==> config.mk <==
export PLATFORM = sky130hd
export DESIGN_NAME = branch_redirect_ctrl
export DESIGN_NICKNAME = d
export VERILOG_FILES = /design/src/rtl/branch_redirect_ctrl.sv
export SDC_FILE = /design/constraint.sdc
export NUM_CORES = 1
export LEC_CHECK = 0
export ABC_AREA = 1
export CAP_MARGIN = 10
export CORE_MARGIN = 4
export CORE_UTILIZATION = 52
export CTS_CLUSTER_DIAMETER = 80
export DETAILED_ROUTE_END_ITERATION = 6
export GPL_TIMING_DRIVEN = 0
export PLACE_DENSITY = 0.92
export SLEW_MARGIN = 10
export SYNTH_ARGS = -nofsm -noshare
export SYNTH_HDL_FRONTEND = slang
export SYNTH_SLANG_ARGS = --single-unit
==> constraint.sdc <==
create_clock -name clk -period 3.5 [get_ports clk]
set_input_delay 0.7 -clock clk [delete_from_list [all_inputs] [get_ports clk]]
set_output_delay 0.7 -clock clk [all_outputs]
set_load 0.01 [all_outputs]
==> src/rtl/branch_redirect_ctrl.sv <==
// branch_redirect_ctrl: registered Fetch redirect, Decode/Execute flush window and saturating taken/not-taken counters
module branch_redirect_ctrl #(
  parameter int ADDR_W    = 32,
  parameter int DRAIN_CYC = 1,
  parameter int CNT_W     = 16
) (
  input  logic              clk,
  input  logic              rst_n,
  input  logic              BranchE,
  input  logic              CondExE,
  input  logic [ADDR_W-1:0] BranchTargetE,
  input  logic              StallE,
  input  logic              FetchReady,
  input  logic              CntClr,
  output logic              PCSrcF,
  output logic [ADDR_W-1:0] PCTargetF,
  output logic              FlushD,
  output logic              FlushE,
  output logic              Busy,
  output logic [CNT_W-1:0]  TakenCnt,
  output logic [CNT_W-1:0]  NotTakenCnt
);
  typedef enum logic [1:0] {IDLE, REDIRECT, DRAIN} state_t;
  state_t state_q, state_d;
  logic [ADDR_W-1:0] tgt_q, tgt_d;
  logic [3:0] drain_q, drain_d;
  logic [CNT_W-1:0] tk_q, tk_d, nt_q, nt_d;
  logic acc;
  always_comb begin
    acc = BranchE & ~StallE & (state_q == IDLE);
    state_d = state_q == IDLE ? (acc & CondExE ? REDIRECT : IDLE) :
              state_q == REDIRECT ? (!FetchReady ? REDIRECT : (DRAIN_CYC == 0 ? IDLE : DRAIN)) :
              (drain_q <= 4'd1 ? IDLE : DRAIN);
    drain_d = (state_q == REDIRECT && FetchReady) ? 4'(DRAIN_CYC) :
              state_q == DRAIN ? drain_q - 4'd1 : drain_q;
    tgt_d = acc & CondExE ? BranchTargetE : tgt_q;
    tk_d = CntClr ? '0 : (acc & CondExE & ~&tk_q) ? tk_q + CNT_W'(1) : tk_q;
    nt_d = CntClr ? '0 : (acc & ~CondExE & ~&nt_q) ? nt_q + CNT_W'(1) : nt_q;
  end
  always_ff @(posedge clk or negedge rst_n) begin
    if (!rst_n) begin
      state_q <= IDLE;
      tgt_q   <= '0;
      drain_q <= '0;
      tk_q    <= '0;
      nt_q    <= '0;
    end else begin
      state_q <= state_d;
      tgt_q   <= tgt_d;
      drain_q <= drain_d;
      tk_q    <= tk_d;
      nt_q    <= nt_d;
    end
  end
  assign PCSrcF      = state_q == REDIRECT;
  assign FlushE      = state_q == REDIRECT;
  assign FlushD      = state_q != IDLE;
  assign Busy        = state_q != IDLE;
  assign PCTargetF   = tgt_q;
  assign TakenCnt    = tk_q;
  assign NotTakenCnt = nt_q;
endmodule
==> flow_summary.yaml, run 1 <==
run_status:
  outcome: "finished clean"
finish:
  diodes: 0
  final_cell_mix: "249 x nand2_1, 104 x clkdlybuf4s50_1, 70 x dfrtp_1, 49 x inv_1, 48 x nor2_1"
  multi_input_area_sq_um: 1674
  nFillCells: 503
  final_common_cell: "nand2_1"
  seq_area_sq_um: 1752
  area_delta_synth_final_pct: 37.77
  drive_above_1_share_pct: 6.897
  nets: 676
detailed_routing:
  antenna_left: 0
  dr.pass1.iters: 5
  drc_errors: 0
  avgViaCountPerCell: 5.082
  drtIter0Drc: 211
  wirelength_mm: 10.17
  vias: 3730
  routedWlPerCell_um: 13.86
yosys:
  synth_warnings: 0
  netlist_instances: 516
  ys_types: 26
  avgSynthCellArea_sq_um: 7.158
  syn-cell-area_sq_um: 3694
  seq_area_frac_synth_pct: 47.43
  synth_fp_nets: 559
  ys_ff_latch: 70
setup_path:
  crit_path_start_kind: "flip-flop"
  slowest_stage: "clkdlybuf4s50_1"
  max_stage_delay_ns: 0.52
  critPathMaxFanout: 3
  crit_arrival_ns: 1.64
  path_buf_inv: 3
  crit_path_end_kind: "primary output"
  crit_family: "buffers and inverters"
  worstSetupPathType: "reg -> out"
  path_cells: "inv_1 > nor2_1 > buf_4 > clkdlybuf4s50_1"
  worst_ep_required_time_ns: 2.80
power_and_ir_drop:
  p_per_area_nw_per_um2: 537.7
  finalPower_mw: 2.736
  power.leakage_nw: 2.547
  max-vdd-ir-drop_mv: 0.4788
global_routing:
  grt-ovfl-total: 0
  antenna_found_initial: 0
  grt_usage_pct: 24.96
  grt_pass1_wl_mm: 17.04
  grt_pass1_vias: 3706
  grt_max_degree: 42
timing:
  maxSlewViolCount: 0
  rsz0062_at_grt: "false"
  hold_violations: 0
  max_freq_mhz: 426.6
  fin_crit_sh_pct: 66.98
  hold_ws_ns: 0.2627
  finClkSkew_ns: 0.01159
  setup_viol: 0
  relSlewSlack_pct: 63.13
  period_needed_ns: 2.344
  finalSetupTns_ns: 0
  worstMarginPinSlew_ns: 0.5531
clocking:
  cts_resized: 0
  clockBufferDepth: 2
  htree_levels: 3
  clkSlewWorstSetupHoldPaths_ns: 0.08
  root_buffer: "clkbuf_8"
  insertion_delay_ns: 0.36
  cts_hold_buf: 0
  clock-sinks: 70
  cts_tree: "yes"
  cts_buffers: 9
  postCtsSetupBuffers: 0
floorplanning:
  fp.dieArea_sq_um: 8516
  die_w_um: 92.28
  die_h_um: 92.28
  io_pins: 107
  rows: 30
  fp.coreArea_sq_um: 6832
  start_util_pct: 54.07
placed_design:
  port_buffers: 105
  dpl.hpwl_mm: 7.281
  gp_congestion: 0.8985
job:
  maxCapViolations: 0
worst_hold_path:
  worstHoldPathType: "in -> async"
==> layer usage <==
metal,share of wire (%),global-route usage [%],vias to the layer above
met1,39,30.32,1715
met2,50,41.48,178
met5,0,0,-
met3,8.2,5.742,31
li1,-,-,1806
met4,2.5,12.62,0
==> sequential cells by signal, summed over array words and instances (netlist names) <==
name	count
NotTakenCnt	16
PCTargetF	32
TakenCnt	16
drain_q	4
state_q	2
==> stage by stage <==
stage / cell area [sq um] / setup slack [ns] / instances / util, %
floorplan: 3694 / 1.852 / 516 / -
global placement: 4865 / -0.5985 / 717 / 71.21
detailed placement: 4882 / 1.151 / 718 / 71.47
CTS: 5089 / 1.143 / 734 / 74.49
global route: 5089 / 1.069 / 734 / 74.49
finish: 5089 / 1.156 / 734 / 74.49
==> synth_stat cells, drive strengths merged <==
master | instances | area share, %
nand2 | 254 | 26
dfrtp | 70 | 47
nor2 | 59 | 7.6
inv | 50 | 5.1
nand3 | 32 | 4.5
o21ai | 10 | 1.4
buf | 8 | 1.6
nand4 | 7 | 1.2
xor2 | 6 | 1.4
clkbuf | 4 | 0.41
ha | 4 | 1.4
o21bai | 3 | 0.61
o22ai | 3 | 0.51
clkinv | 2 | 0.20
a21oi | 1 | 0.14
nor3 | 1 | 0.14
o31ai | 1 | 0.20
xnor2 | 1 | 0.24
==> report_power, final <==
part	leakage, nW	internal, mW	switching [mW]
logic	1.52	0.485	0.430
clock network	0.103	0.354	0.340
registers	0.925	1.00	0.124
total	2.55	1.84	0.895
==> layout make-up <==
class | count | area share [%]
tap | 96 | 2.360
clock inverter | 6 | 1.352
timing repair buffer | 106 | 21.00
inverter | 52 | 3.836
clock buffer | 10 | 2.705
buffer | 12 | 1.426
multi-input combinational | 382 | 32.90
sequential | 70 | 34.42
==> worst paths after layout <==
path / from / to / slack, ns / cells past startpoint
max in group asynchronous: rst_n / PCTargetF[23] / 2.69 / 2
min in group clk: PCTargetF[31] / PCTargetF[31] / 0.48 / 2
hold reg to reg: PCTargetF[31] / PCTargetF[31] / 0.48 / 2
setup reg to reg: TakenCnt[1] / TakenCnt[9] / 1.72 / 10
hold / removal: rst_n / TakenCnt[14] / 0.26 / 1
setup / recovery: state_q[0] / PCSrcF / 1.16 / 4
==> cell families after synthesis <==
logic type	share of synthesized area [%]
buffers and inverters	7.249
xor gates and xnor gates	1.660
AOI/OAI and AO/OA	2.811
adders and majority gates	1.355
DFF	47.43
and+or+nand+nor	39.50
Power figures use the tool's default switching activity.
==> run 2: changes to the inputs <==
Settings changed: CORE_UTILIZATION 52 to 43, PLACE_DENSITY 0.92 to 0.82.
Clock period 3.5 ns to 2.1 ns, I/O delays scaled along.
==> run 2 against run 1 <==
First-iteration DRC count fell by 54%. Total power rose by 64%. Flip-flop and latch count did not move. Clock skew fell by 0.0052 ns. Clock power rose by 59%. Critical endpoint unchanged. Largest power group unchanged. Highest routed layer unchanged.
==> flow_summary.yaml, run 2 (synthesis results as in run 1) <==
setup_path:
  max_stage_delay_ns: 0.52
  critPathMaxFanout: 4
  path_cells: "nor2_1 > buf_4 > clkdlybuf4s50_1"
  worst_ep_required_time_ns: 1.68
  worstSetupPathType: "reg -> out"
  slowest_stage: "clkdlybuf4s50_1"
  crit_path_end_kind: "primary output"
  r2r_cells: 10
  crit_path_start_kind: "flip-flop"
  crit_arrival_ns: 1.62
detailed_routing:
  dr.pass1.iters: 4
  avgViaCountPerCell: 4.859
  vias: 3610
  drtIter0Drc: 97
  routedWlPerCell_um: 12.59
  antenna_left: 0
  drc_errors: 0
  wirelength_mm: 9.357
floorplanning:
  fp.dieArea_sq_um: 10140
  die_w_um: 100.7
  start_util_pct: 44.50
  fp.coreArea_sq_um: 8299
  io_pins: 107
  rows: 33
  die_h_um: 100.7
global_routing:
  grt_pass1_vias: 3566
  antenna_found_initial: 0
  grt-ovfl-total: 0
  grt_pass1_wl_mm: 15.97
  grt_max_degree: 40
  grt_usage_pct: 19.52
timing:
  setup_viol: 0
  worstMarginPinSlew_ns: 0.5181
  maxSlewViolCount: 0
  rsz0062_at_grt: "false"
  hold_violations: 0
  period_needed_ns: 2.039
  max_freq_mhz: 490.4
  fin_crit_sh_pct: 97.10
  hold_ws_ns: 0.002726
  relSlewSlack_pct: 65.46
  finClkSkew_ns: 0.006342
placed_design:
  dpl.hpwl_mm: 7.055
  port_buffers: 105
  dp.cells: 727
  gp_congestion: 0.8790
  place_area_sq_um: 4893
clocking:
  cts_resized: 0
  clock-sinks: 70
  clkSlewWorstSetupHoldPaths_ns: 0.08
  cts_buffers: 9
  cts_tree: "yes"
  insertion_delay_ns: 0.35
  cts_hold_buf: 0
  clockBufferDepth: 2
  root_buffer: "clkbuf_8"
  htree_levels: 3
  postCtsSetupBuffers: 0
finish:
  area_delta_synth_final_pct: 37.87
  multi_input_area_sq_um: 1674
  drive_above_1_share_pct: 6.897
  nets: 676
  diodes: 0
  final_cell_mix: "249 x nand2_1, 104 x clkdlybuf4s50_1, 70 x dfrtp_1, 49 x inv_1, 48 x nor2_1"
  nFillCells: 717
  largest_reg_flops: 32
  final_common_cell: "nand2_1"
  fin_cells: 743
  seq_area_sq_um: 1752
  design_area_sq_um: 5092
power_and_ir_drop:
  p_per_area_nw_per_um2: 878.7
  power.leakage_nw: 2.547
  max-vdd-ir-drop_mv: 0.6093
run_status:
  outcome: "finished clean"
job:
  maxCapViolations: 0
worst_hold_path:
  worstHoldPathType: "in -> async"
run 2: area by class of cell:
class,count,area share [%]
clock buffer,9,2.432
buffer,12,1.425
sequential,70,34.40
tap,105,2.580
inverter,52,3.833
clock inverter,7,1.474
timing repair buffer,106,20.98
multi-input combinational,382,32.87
run 2: per-layer routing:
layer,GRT usage [%],wire length (um)
met5,0,0
met2,32.81,4598
met3,5.329,771
met4,6.736,151
met1,24.14,3835
run 2: report_power, final:
group	switching (mW)	internal [mW]
Clock	0.548	0.552
Sequential	0.196	1.67
Combinational	0.697	0.810
run 2: critical path, delay by kind of cell, from the launching register on:
family / cells / cell delay (ns)
flip-flops: 1 / 0.42
AND/OR/NAND/NOR: 1 / 0.19
buffers and inverters: 2 / 0.66
run 2: metrics by stage:
| step | setup slack, ns | util (%) | setup TNS (ns) | total power, mW |
|---|---|---|---|---|
| global route | 0.003780 | 61.36 | 0 | 4.750 |
| floorplan | 0.5553 | - | 0 | 2.515 |
| CTS | 0.04721 | 61.36 | 0 | 4.519 |
| detailed placement | 0.01543 | 58.96 | 0 | 3.403 |
| global placement | -1.794 | 58.75 | -125.21 | 3.348 |
| finish | 0.06093 | 61.36 | 0 | 4.475 |
run 2: path summary, 6_finish.rpt:
path / endpoint / slack [ns] / from
worst min-delay path: TakenCnt[12] / 0.003 / rst_n
min in group clk: PCTargetF[0] / 0.49 / PCTargetF[0]
worst max register to register: NotTakenCnt[6] / 0.36 / NotTakenCnt[0]
max in group asynchronous: PCTargetF[0] / 1.54 / rst_n
worst max-delay path: PCSrcF / 0.06 / state_q[1]
worst min register to register: PCTargetF[0] / 0.49 / PCTargetF[0]
==> run 3: changes to the inputs <==
Settings changed: CAP_MARGIN 10 to not set.
==> results of run 3 <==
No change in the layout: final DEF, timing and power equal those of run 2.
